File: src/rtl/ahb_master_arbiter.sv
// Shares one non-pipelined AHB-Lite master port between instruction fetch and load/store.
// Data requests win over fetch; illegal requests are answered locally without a bus transfer.
module ahb_master_arbiter #(
  parameter int unsigned TIMEOUT_CYCLES = 255,
  parameter logic [7:0]  ROM_REGION     = 8'hA0,
  parameter logic [7:0]  RAM_REGION     = 8'hB0
) (
  input  logic        hclk,
  input  logic        hresetn,
  input  logic        if_req,
  input  logic [31:0] if_addr,
  output logic        if_done,
  output logic        if_err,
  output logic [31:0] if_rdata,
  input  logic        d_req,
  input  logic [31:0] d_addr,
  input  logic        d_write,
  input  logic [2:0]  d_fn3,
  input  logic [31:0] d_wdata,
  output logic        d_done,
  output logic        d_err,
  output logic [31:0] d_rdata,
  output logic [1:0]  htrans,
  output logic [31:0] haddr,
  output logic        hwrite,
  output logic [2:0]  hsize,
  output logic [3:0]  hprot,
  output logic [31:0] hwdata,
  input  logic [31:0] hrdata,
  input  logic        hready,
  input  logic        hresp
);

  typedef enum logic [1:0] {IDLE, ADDR, DATA, RESP} state_t;

  localparam logic [7:0] TIMEOUT_LIM = TIMEOUT_CYCLES[7:0];

  state_t      state_reg, state_next;
  logic [7:0]  cnt_reg, cnt_next;
  logic        gnt_d_reg, gnt_d_next;
  logic [31:0] lat_addr_reg, lat_addr_next;
  logic        lat_write_reg, lat_write_next;
  logic [2:0]  lat_fn3_reg, lat_fn3_next;
  logic [31:0] lat_wdata_reg, lat_wdata_next;

  logic [1:0]  htrans_reg, htrans_next;
  logic [31:0] haddr_reg, haddr_next;
  logic        hwrite_reg, hwrite_next;
  logic [2:0]  hsize_reg, hsize_next;
  logic [3:0]  hprot_reg, hprot_next;
  logic [31:0] hwdata_reg, hwdata_next;
  logic        if_done_reg, if_done_next;
  logic        if_err_reg, if_err_next;
  logic [31:0] if_rdata_reg, if_rdata_next;
  logic        d_done_reg, d_done_next;
  logic        d_err_reg, d_err_next;
  logic [31:0] d_rdata_reg, d_rdata_next;

  logic        resp_valid, resp_err;
  logic [31:0] resp_rdata;
  logic        d_fn3_ok, d_align_ok, d_illegal, if_illegal;
  logic [31:0] lane, load_ext, store_data;
  logic [2:0]  d_hsize;

  always_comb begin
    d_fn3_ok = (d_fn3 == 3'b000) || (d_fn3 == 3'b001) || (d_fn3 == 3'b010) ||
               (d_fn3 == 3'b100) || (d_fn3 == 3'b101);
    case (d_fn3[1:0])
      2'b01:   d_align_ok = (d_addr[0] == 1'b0);
      2'b10:   d_align_ok = (d_addr[1:0] == 2'b00);
      default: d_align_ok = 1'b1;
    endcase
    d_illegal  = (d_addr[31:24] != RAM_REGION) || !d_fn3_ok || !d_align_ok;
    if_illegal = (if_addr[31:24] != ROM_REGION) || (if_addr[1:0] != 2'b00);
    case (d_fn3[1:0])
      2'b00:   d_hsize = 3'b000;
      2'b01:   d_hsize = 3'b001;
      default: d_hsize = 3'b010;
    endcase
  end

  // Load lane is picked by the latched byte offset, then sign/zero extended by funct3.
  always_comb begin
    lane = hrdata >> {lat_addr_reg[1:0], 3'b000};
    case (lat_fn3_reg)
      3'b000:  load_ext = {{24{lane[7]}}, lane[7:0]};
      3'b001:  load_ext = {{16{lane[15]}}, lane[15:0]};
      3'b100:  load_ext = {24'd0, lane[7:0]};
      3'b101:  load_ext = {16'd0, lane[15:0]};
      default: load_ext = hrdata;
    endcase
    case (lat_fn3_reg[1:0])
      2'b00:   store_data = {4{lat_wdata_reg[7:0]}};
      2'b01:   store_data = {2{lat_wdata_reg[15:0]}};
      default: store_data = lat_wdata_reg;
    endcase
  end

  always_comb begin
    state_next     = state_reg;
    cnt_next       = cnt_reg;
    gnt_d_next     = gnt_d_reg;
    lat_addr_next  = lat_addr_reg;
    lat_write_next = lat_write_reg;
    lat_fn3_next   = lat_fn3_reg;
    lat_wdata_next = lat_wdata_reg;
    htrans_next    = 2'b00;
    haddr_next     = haddr_reg;
    hwrite_next    = hwrite_reg;
    hsize_next     = hsize_reg;
    hprot_next     = hprot_reg;
    hwdata_next    = hwdata_reg;
    resp_valid     = 1'b0;
    resp_err       = 1'b0;
    resp_rdata     = 32'd0;

    case (state_reg)
      IDLE: begin
        cnt_next = 8'd0;
        if (d_req || if_req) begin
          gnt_d_next     = d_req;
          lat_addr_next  = d_req ? d_addr : if_addr;
          lat_write_next = d_req & d_write;
          lat_fn3_next   = d_req ? d_fn3 : 3'b010;
          lat_wdata_next = d_wdata;
          if (d_req ? d_illegal : if_illegal) begin
            state_next = RESP;
            resp_valid = 1'b1;
            resp_err   = 1'b1;
          end else begin
            state_next  = ADDR;
            htrans_next = 2'b10;
            haddr_next  = d_req ? d_addr : if_addr;
            hwrite_next = d_req & d_write;
            hsize_next  = d_req ? d_hsize : 3'b010;
            hprot_next  = d_req ? 4'b0001 : 4'b0000;
          end
        end
      end
      ADDR, DATA: begin
        if (hready) begin
          if (state_reg == ADDR) begin
            state_next  = DATA;
            hwdata_next = lat_write_reg ? store_data : 32'd0;
          end else begin
            state_next = RESP;
            resp_valid = 1'b1;
            resp_err   = hresp;
            if (!hresp && !lat_write_reg)
              resp_rdata = gnt_d_reg ? load_ext : hrdata;
          end
        end else begin
          cnt_next = cnt_reg + 8'd1;
          if (cnt_next == TIMEOUT_LIM) begin
            state_next = RESP;
            resp_valid = 1'b1;
            resp_err   = 1'b1;
          end else if (state_reg == ADDR) begin
            htrans_next = 2'b10;
          end
        end
      end
      RESP: begin
        state_next = IDLE;
      end
      default: state_next = IDLE;
    endcase

    if_done_next  = resp_valid & ~gnt_d_next;
    if_err_next   = resp_valid & ~gnt_d_next & resp_err;
    d_done_next   = resp_valid & gnt_d_next;
    d_err_next    = resp_valid & gnt_d_next & resp_err;
    if_rdata_next = (resp_valid && !gnt_d_next) ? resp_rdata : if_rdata_reg;
    d_rdata_next  = (resp_valid && gnt_d_next) ? resp_rdata : d_rdata_reg;
  end

  always_ff @(posedge hclk) begin
    if (!hresetn) begin
      state_reg     <= IDLE;
      cnt_reg       <= 8'd0;
      gnt_d_reg     <= 1'b0;
      lat_addr_reg  <= 32'd0;
      lat_write_reg <= 1'b0;
      lat_fn3_reg   <= 3'b010;
      lat_wdata_reg <= 32'd0;
      htrans_reg    <= 2'b00;
      haddr_reg     <= 32'd0;
      hwrite_reg    <= 1'b0;
      hsize_reg     <= 3'b010;
      hprot_reg     <= 4'b0000;
      hwdata_reg    <= 32'd0;
      if_done_reg   <= 1'b0;
      if_err_reg    <= 1'b0;
      if_rdata_reg  <= 32'd0;
      d_done_reg    <= 1'b0;
      d_err_reg     <= 1'b0;
      d_rdata_reg   <= 32'd0;
    end else begin
      state_reg     <= state_next;
      cnt_reg       <= cnt_next;
      gnt_d_reg     <= gnt_d_next;
      lat_addr_reg  <= lat_addr_next;
      lat_write_reg <= lat_write_next;
      lat_fn3_reg   <= lat_fn3_next;
      lat_wdata_reg <= lat_wdata_next;
      htrans_reg    <= htrans_next;
      haddr_reg     <= haddr_next;
      hwrite_reg    <= hwrite_next;
      hsize_reg     <= hsize_next;
      hprot_reg     <= hprot_next;
      hwdata_reg    <= hwdata_next;
      if_done_reg   <= if_done_next;
      if_err_reg    <= if_err_next;
      if_rdata_reg  <= if_rdata_next;
      d_done_reg    <= d_done_next;
      d_err_reg     <= d_err_next;
      d_rdata_reg   <= d_rdata_next;
    end
  end

  assign htrans   = htrans_reg;
  assign haddr    = haddr_reg;
  assign hwrite   = hwrite_reg;
  assign hsize    = hsize_reg;
  assign hprot    = hprot_reg;
  assign hwdata   = hwdata_reg;
  assign if_done  = if_done_reg;
  assign if_err   = if_err_reg;
  assign if_rdata = if_rdata_reg;
  assign d_done   = d_done_reg;
  assign d_err    = d_err_reg;
  assign d_rdata  = d_rdata_reg;

endmodule

File: config.mk
export PLATFORM = sky130hd
export DESIGN_NAME = ahb_master_arbiter
export DESIGN_NICKNAME = d
export VERILOG_FILES = /design/src/rtl/ahb_master_arbiter.sv
export SDC_FILE = /design/constraint.sdc
export NUM_CORES = 1
export LEC_CHECK = 0
export ABC_AREA = 0
export BUFFER_PORTS_ARGS = -buffer_cell sky130_fd_sc_hd__buf_4
export CAP_MARGIN = 0
export CELL_PAD_IN_SITES_DETAIL_PLACEMENT = 0
export CELL_PAD_IN_SITES_GLOBAL_PLACEMENT = 1
export CORE_MARGIN = 10
export CORE_UTILIZATION = 39
export CTS_CLUSTER_DIAMETER = 40
export DETAILED_ROUTE_END_ITERATION = 10
export GPL_TIMING_DRIVEN = 1
export PLACE_DENSITY_LB_ADDON = 0.08
export SLEW_MARGIN = 25
export SYNTH_ARGS = -nofsm -noshare
export SYNTH_HDL_FRONTEND = slang
export SYNTH_SLANG_ARGS = --single-unit
File: constraint.sdc
create_clock -name hclk -period 7.1 [get_ports hclk]
set_input_delay 1.42 -clock hclk [delete_from_list [all_inputs] [get_ports hclk]]
set_output_delay 1.42 -clock hclk [all_outputs]
set_load 0.01 [all_outputs]
* Word-level counts from Yosys, hierarchy flattened *
Cells that the tools add are included.

storage, ports and cells
  register bits = 191
  input port bits = 138
  output and inout bits = 142
  word-level logic and storage cells = 118

operators by class
  add/subtract/negate cells = 1
  equal/unequal tests = 19
  shift operators = 1
  mux-type cells = 40
  bitwise gates (word level) = 8
  reductions and logical operators = 30

operator list
  cell                   number
  $mux W32               7
  $pmux W32 S4           1
  $pmux W32 S2           1
  $shr A32 B5 Y16        1
  $mux W2                9
  $ne A8 B8 Y1 const B   2
  $pmux W8 S2            1
  $eq A3 B3 Y1 const B   4
  $mux W1                12
  $add A8 B1 Y8 const B  1
  $eq A8 B8 Y1 const B   1
  $logic_not A2 Y1       4
  $logic_or A1 B1 Y1     8
  $mux W8                1
  $pmux W2 S2            2
  $eq A2 B1 Y1 const B   3
  $eq A2 B2 Y1 const B   3
  $eq A3 B1 Y1 const B   2
  $logic_not A3 Y1       2
  $mux W3                2
  $pmux W1 S2            3
  $pmux W2 S3            1
  $reduce_and A2 Y1      3
  $reduce_and A3 Y1      2
  9 further kinds        23

* Longest topological paths before layout *
  depth after elaboration = 14
  mapped depth = 12
  mapped depth without buffers = 8

* Worst setup path before layout *
No wires, ideal clock.

  kind = input to register
  start point = in d_fn3[0]
  end point = reg haddr_reg[1], in the netlist haddr[1]
  library setup time = 0.091 ns
  arrival = 3.187 ns
  data required time = 7.009 ns
  setup slack = 3.822 ns
  cell stages on the path = 9
  buffers on the path = 1
  path through = inv_1 > ha_1 > nand2b_1 > a2111o_1 > a211o_1 > a21oi_1 > clkbuf_1 > nor2_1 > a311oi_1

on the way
  longest elaborated chain between the ends = 11
  elaborated cells between the ends (all ways) = 19
  classes of those cells = eq/ne: 6; mux: 2; bitwise: 1; reduce/logical: 10

RTL lines
  what                                                     line  RTL
  start: declaration                                       18    input logic [2:0] d_fn3,
  $eq A3 B1 Y1 / $logic_not A3 Y1 (equally long branches)  66    d_fn3_ok = (d_fn3 == 3'b000) || (d_fn3 == 3'b001) || (d_fn3 == 3'b010) ||
  $logic_or A1 B1 Y1 (3 in series)                         66
  $logic_or A1 B1 Y1                                       67    (d_fn3 == 3'b100) || (d_fn3 == 3'b101);
  $logic_not A1 Y1                                         73    d_illegal = (d_addr[31:24] != RAM_REGION) || !d_fn3_ok || !d_align_ok;
  $logic_or A1 B1 Y1                                       73
  $logic_or A1 B1 Y1 *                                     73
  $mux W1 *                                                126   if (d_req ? d_illegal : if_illegal) begin
  $not A1 Y1 (no line) *                                   -
  $reduce_and A3 Y1 (no line) *                            -
  end signal: assignment                                   207   haddr_reg <= haddr_next;
  end: declaration                                         47    logic [31:0] haddr_reg, haddr_next;

Every way passes the cells marked *; elsewhere a longest branch is shown, timed or not.
A chain may end at the register's enable or synchronous reset.

* Worst setup path after layout *
  start point = in d_req
  end point = reg d_rdata_reg[1], in the netlist d_rdata[1]

on the way
  longest elaborated chain between the ends = 5
  elaborated cells between the ends (all ways) = 8
  classes of those cells = mux: 6; reduce/logical: 2

RTL lines
  what                    line  RTL
  start: declaration      15    input logic d_req,
  $mux W1 (2 in series)   126
  $mux W1                 120   if (d_req || if_req) begin
  $pmux W1 S2             117   case (state_reg)
  $logic_and A1 B1 Y1 *   174   d_rdata_next = (resp_valid && gnt_d_next) ? resp_rdata : d_rdata_reg;
  end signal: assignment  217   d_rdata_reg <= d_rdata_next;
  end: declaration        57    logic [31:0] d_rdata_reg, d_rdata_next;

Marks and branches as above.

==> results.yml <==
global_route:
  grt_pass1_vias: 7485
  grt_pass1_wl_mm: 42.2
  track_usage_pct: 19.8
  antenna_found_initial: 0
  overflow: 0
  grt_max_degree: 80
placement:
  port-buffer-count: 274
  dp_hpwl_mm: 20.2
  place_congestion: 0.815
  numPlacedInstances: 1410
yosys:
  avgSynthCellArea_um2: 8.63
  synth_warnings: 0
  synth_area_um2: 8000
  synth_top_area_cell: "dfxtp_1"
  synth.distinct_cells: 60
  netlist_instances: 927
  async_reset_ff_share_pct: 0
  synth_top_flop_cell: "dfxtp_1"
  synth_area_leaders: "dfxtp_1 47%, nand2_1 7.3%, mux2i_1 6.1%"
  ys_ff_latch: 186
  synth_edf_count: 0
  synth_top_area_share_pct: 46.5
  ys_seq_area_share_pct: 46.5
floorplan:
  die_h_um: 163
  ios: 280
  die_area_um2: 26600
  core_area_um2: 20200
  die_w_um: 163
  rows: 52
  start_util_pct: 39.5
clocking:
  clk_latency_ns: 0.43
  cts_resized: 0
  cts.reportedPaths.clkPinSlew_ns: 0.07
  holdBufCountCts: 0
  htreeDepth: 4
  post_cts_buffers: 0
  cts_sinks: 186
  cts-root-buf: "clkbuf_16"
  clockBufferDepth: 2
  cts_tree: "built"
  cts_buffers: 17
setup_path:
  cp-startpoint: "d_req"
  crit_arrival_ns: 3.88
  r2r_end: "d_rdata[1]"
  critical-path-max-stage-delay_ns: 0.67
  end_kind: "register"
  crit_family: "compound AO/OA/AOI/OAI gates"
  critPathSlowestCell: "o21a_2"
  cp.required_ns: 7.37
  r2r_start: "state_reg[0]"
  crit_path_cell_trace: "buf_4 -> and2_0 -> a21oi_1 -> nor2_2 -> o21a_2 -> o21ai_0"
  worst-path-stages: 6
  r2r_setup_slack_ns: 4.13
  startpoint_type: "primary input"
  path_buf_inv: 1
  crit_path_max_fanout: 32
  critical_path_class: "primary input to register"
  endpoint: "d_rdata[1]"
  rr_worst_depth: 7
min_path:
  hp-start: "lat_wdata_reg[23]"
  hp-class: "register to register"
routing:
  drtAntennaViolNets: 0
  vias: 7548
  firstDrtPassIters: 4
  viasPerCell: 5.23
  routed_wl_mm: 27.6
  drc_errors: 0
  wire_per_inst_um: 19.1
  drt_iter0_markers: 430
power:
  p_per_area_nw_per_um2: 279
  p_clk_share_pct: 31.9
  ir_drop_uv: 185
  p_switching_uw: 1040
  power_frac_comb_pct: 27.9
  pwr-share-seq_pct: 40.2
  power.total_uw: 3010
  p_int_uw: 1970
  p_sw_share_pct: 34.5
  p_leak_uw: 0.00448
sta:
  holdWs_ns: 0.453
  max_freq_mhz: 277
  grt_setup_unrepaired: "no"
  finalSetupViolCount: 0
  fin_crit_ns: 3.61
  setup_tns_ns: 0
  worst_pin_slew_ns: 0.843
  hold_viol: 0
  skew_ns: 0.00990
  relSlewSlack_pct: 43.8
  finalMaxSlewViolations: 0
  min_period_over_period_pct: 50.8
finish:
  nets: 1307
  syn2layout_area_growth_pct: 34.9
  drive_above_1_share_pct: 29.8
  stdcell_count: 1442
flow_run:
  max_cap_viol_count: 0
outcome:
  status: "finished, final reports clean"
[cell usage in the layout, fill, tap and decap left out, types with 9 or more instances in the layout]
cell / instances
nor2_1: 82
a22o_1: 14
o21ai_0: 57
nand3_1: 16
a22oi_1: 27
inv_1: 9
o2bb2ai_1: 23
buf_4: 287
o22ai_1: 17
nand2_1: 155
clkbuf_16: 17
a21oi_1: 85
mux2i_1: 49
ha_1: 10
dfxtp_1: 186
a211oi_1: 23
mux2_2: 16
[power groups by stage]
| stage | logic [uW] | registers, uW | clock network (uW) |
|---|---|---|---|
| detailed placement | 841 | 1240 | 0 |
| CTS | 842 | 1210 | 982 |
| global route | 926 | 1220 | 1030 |
| global placement | 838 | 1230 | 0 |
| finish | 839 | 1210 | 960 |
| floorplan | 554 | 1220 | 0 |
[worst min path at each step]
stage | to | slack, ns | depth (start not counted)
finish | lat_wdata_reg[23] | 0.45 | 2
global route | hwdata[2] | 0.48 | 2
CTS | lat_wdata_reg[19] | 0.46 | 2
detailed placement | lat_wdata_reg[23] | 0.45 | 2
global placement | lat_wdata_reg[23] | 0.44 | 2
floorplan | lat_wdata_reg[16] | 0.43 | 2
[per-layer routing]
metal / share of wire [%] / GRT usage (%) / vias up
li1: - / - / 3763
met1: 43 / 24.7 / 3518
met2: 46 / 31.4 / 246
met3: 9.0 / 7.45 / 21
met4: 1.3 / 5.29 / 0
met5: 0 / 0 / -
[synthesized netlist by cell type, drive strengths merged (4+ instances only)]
cell       n
a211oi    23
and3       7
nand3     16
nor2b      5
a22oi     27
and2       4
o21ai     59
inv       10
nand2b     6
o22ai     17
nor2      83
ha        10
buf       21
dfxtp    186
a21oi     86
a22o      14
mux2      16
clkbuf    57
a311oi     6
o2bb2ai   23
mux2i     49
nand2    155
[per-stage QoR]
step,setup WS [ns],util [%],instance area (um2)
floorplan,3.82,-,8020
global placement,2.47,50.4,10200
detailed placement,3.07,50.4,10200
CTS,3.53,53.3,10800
global route,3.23,53.3,10800
finish,3.49,53.3,10800
[tightest hold or removal path: stages, from the launching register on]
cell,delay [ns]
dfxtp_1,0.31
nand2_1,0.05
a21oi_1,0.05
[cells by family after synthesis]
group           count (synthesis)  synth area share (%)
fa+ha+maj                      10                  1.56
flops                         186                  46.5
simple gates                  297                  15.8
compound gates                276                  22.2
other cells                     1                0.0469
mux                            66                  8.66
xor+xnor                        3                 0.328
buf+inv                        88                  4.77
[final cells by class]
class | instances | area [um2]
fill | 2037 | 9440
antenna | 1 | 2.50
tap | 270 | 338
multi-input combinational | 657 | 3950
timing repair buffer | 287 | 2150
clock buffer | 19 | 443
clock inverter | 12 | 140
sequential | 186 | 3720
inverter | 10 | 38.8
(Power assumes the default switching activity.)
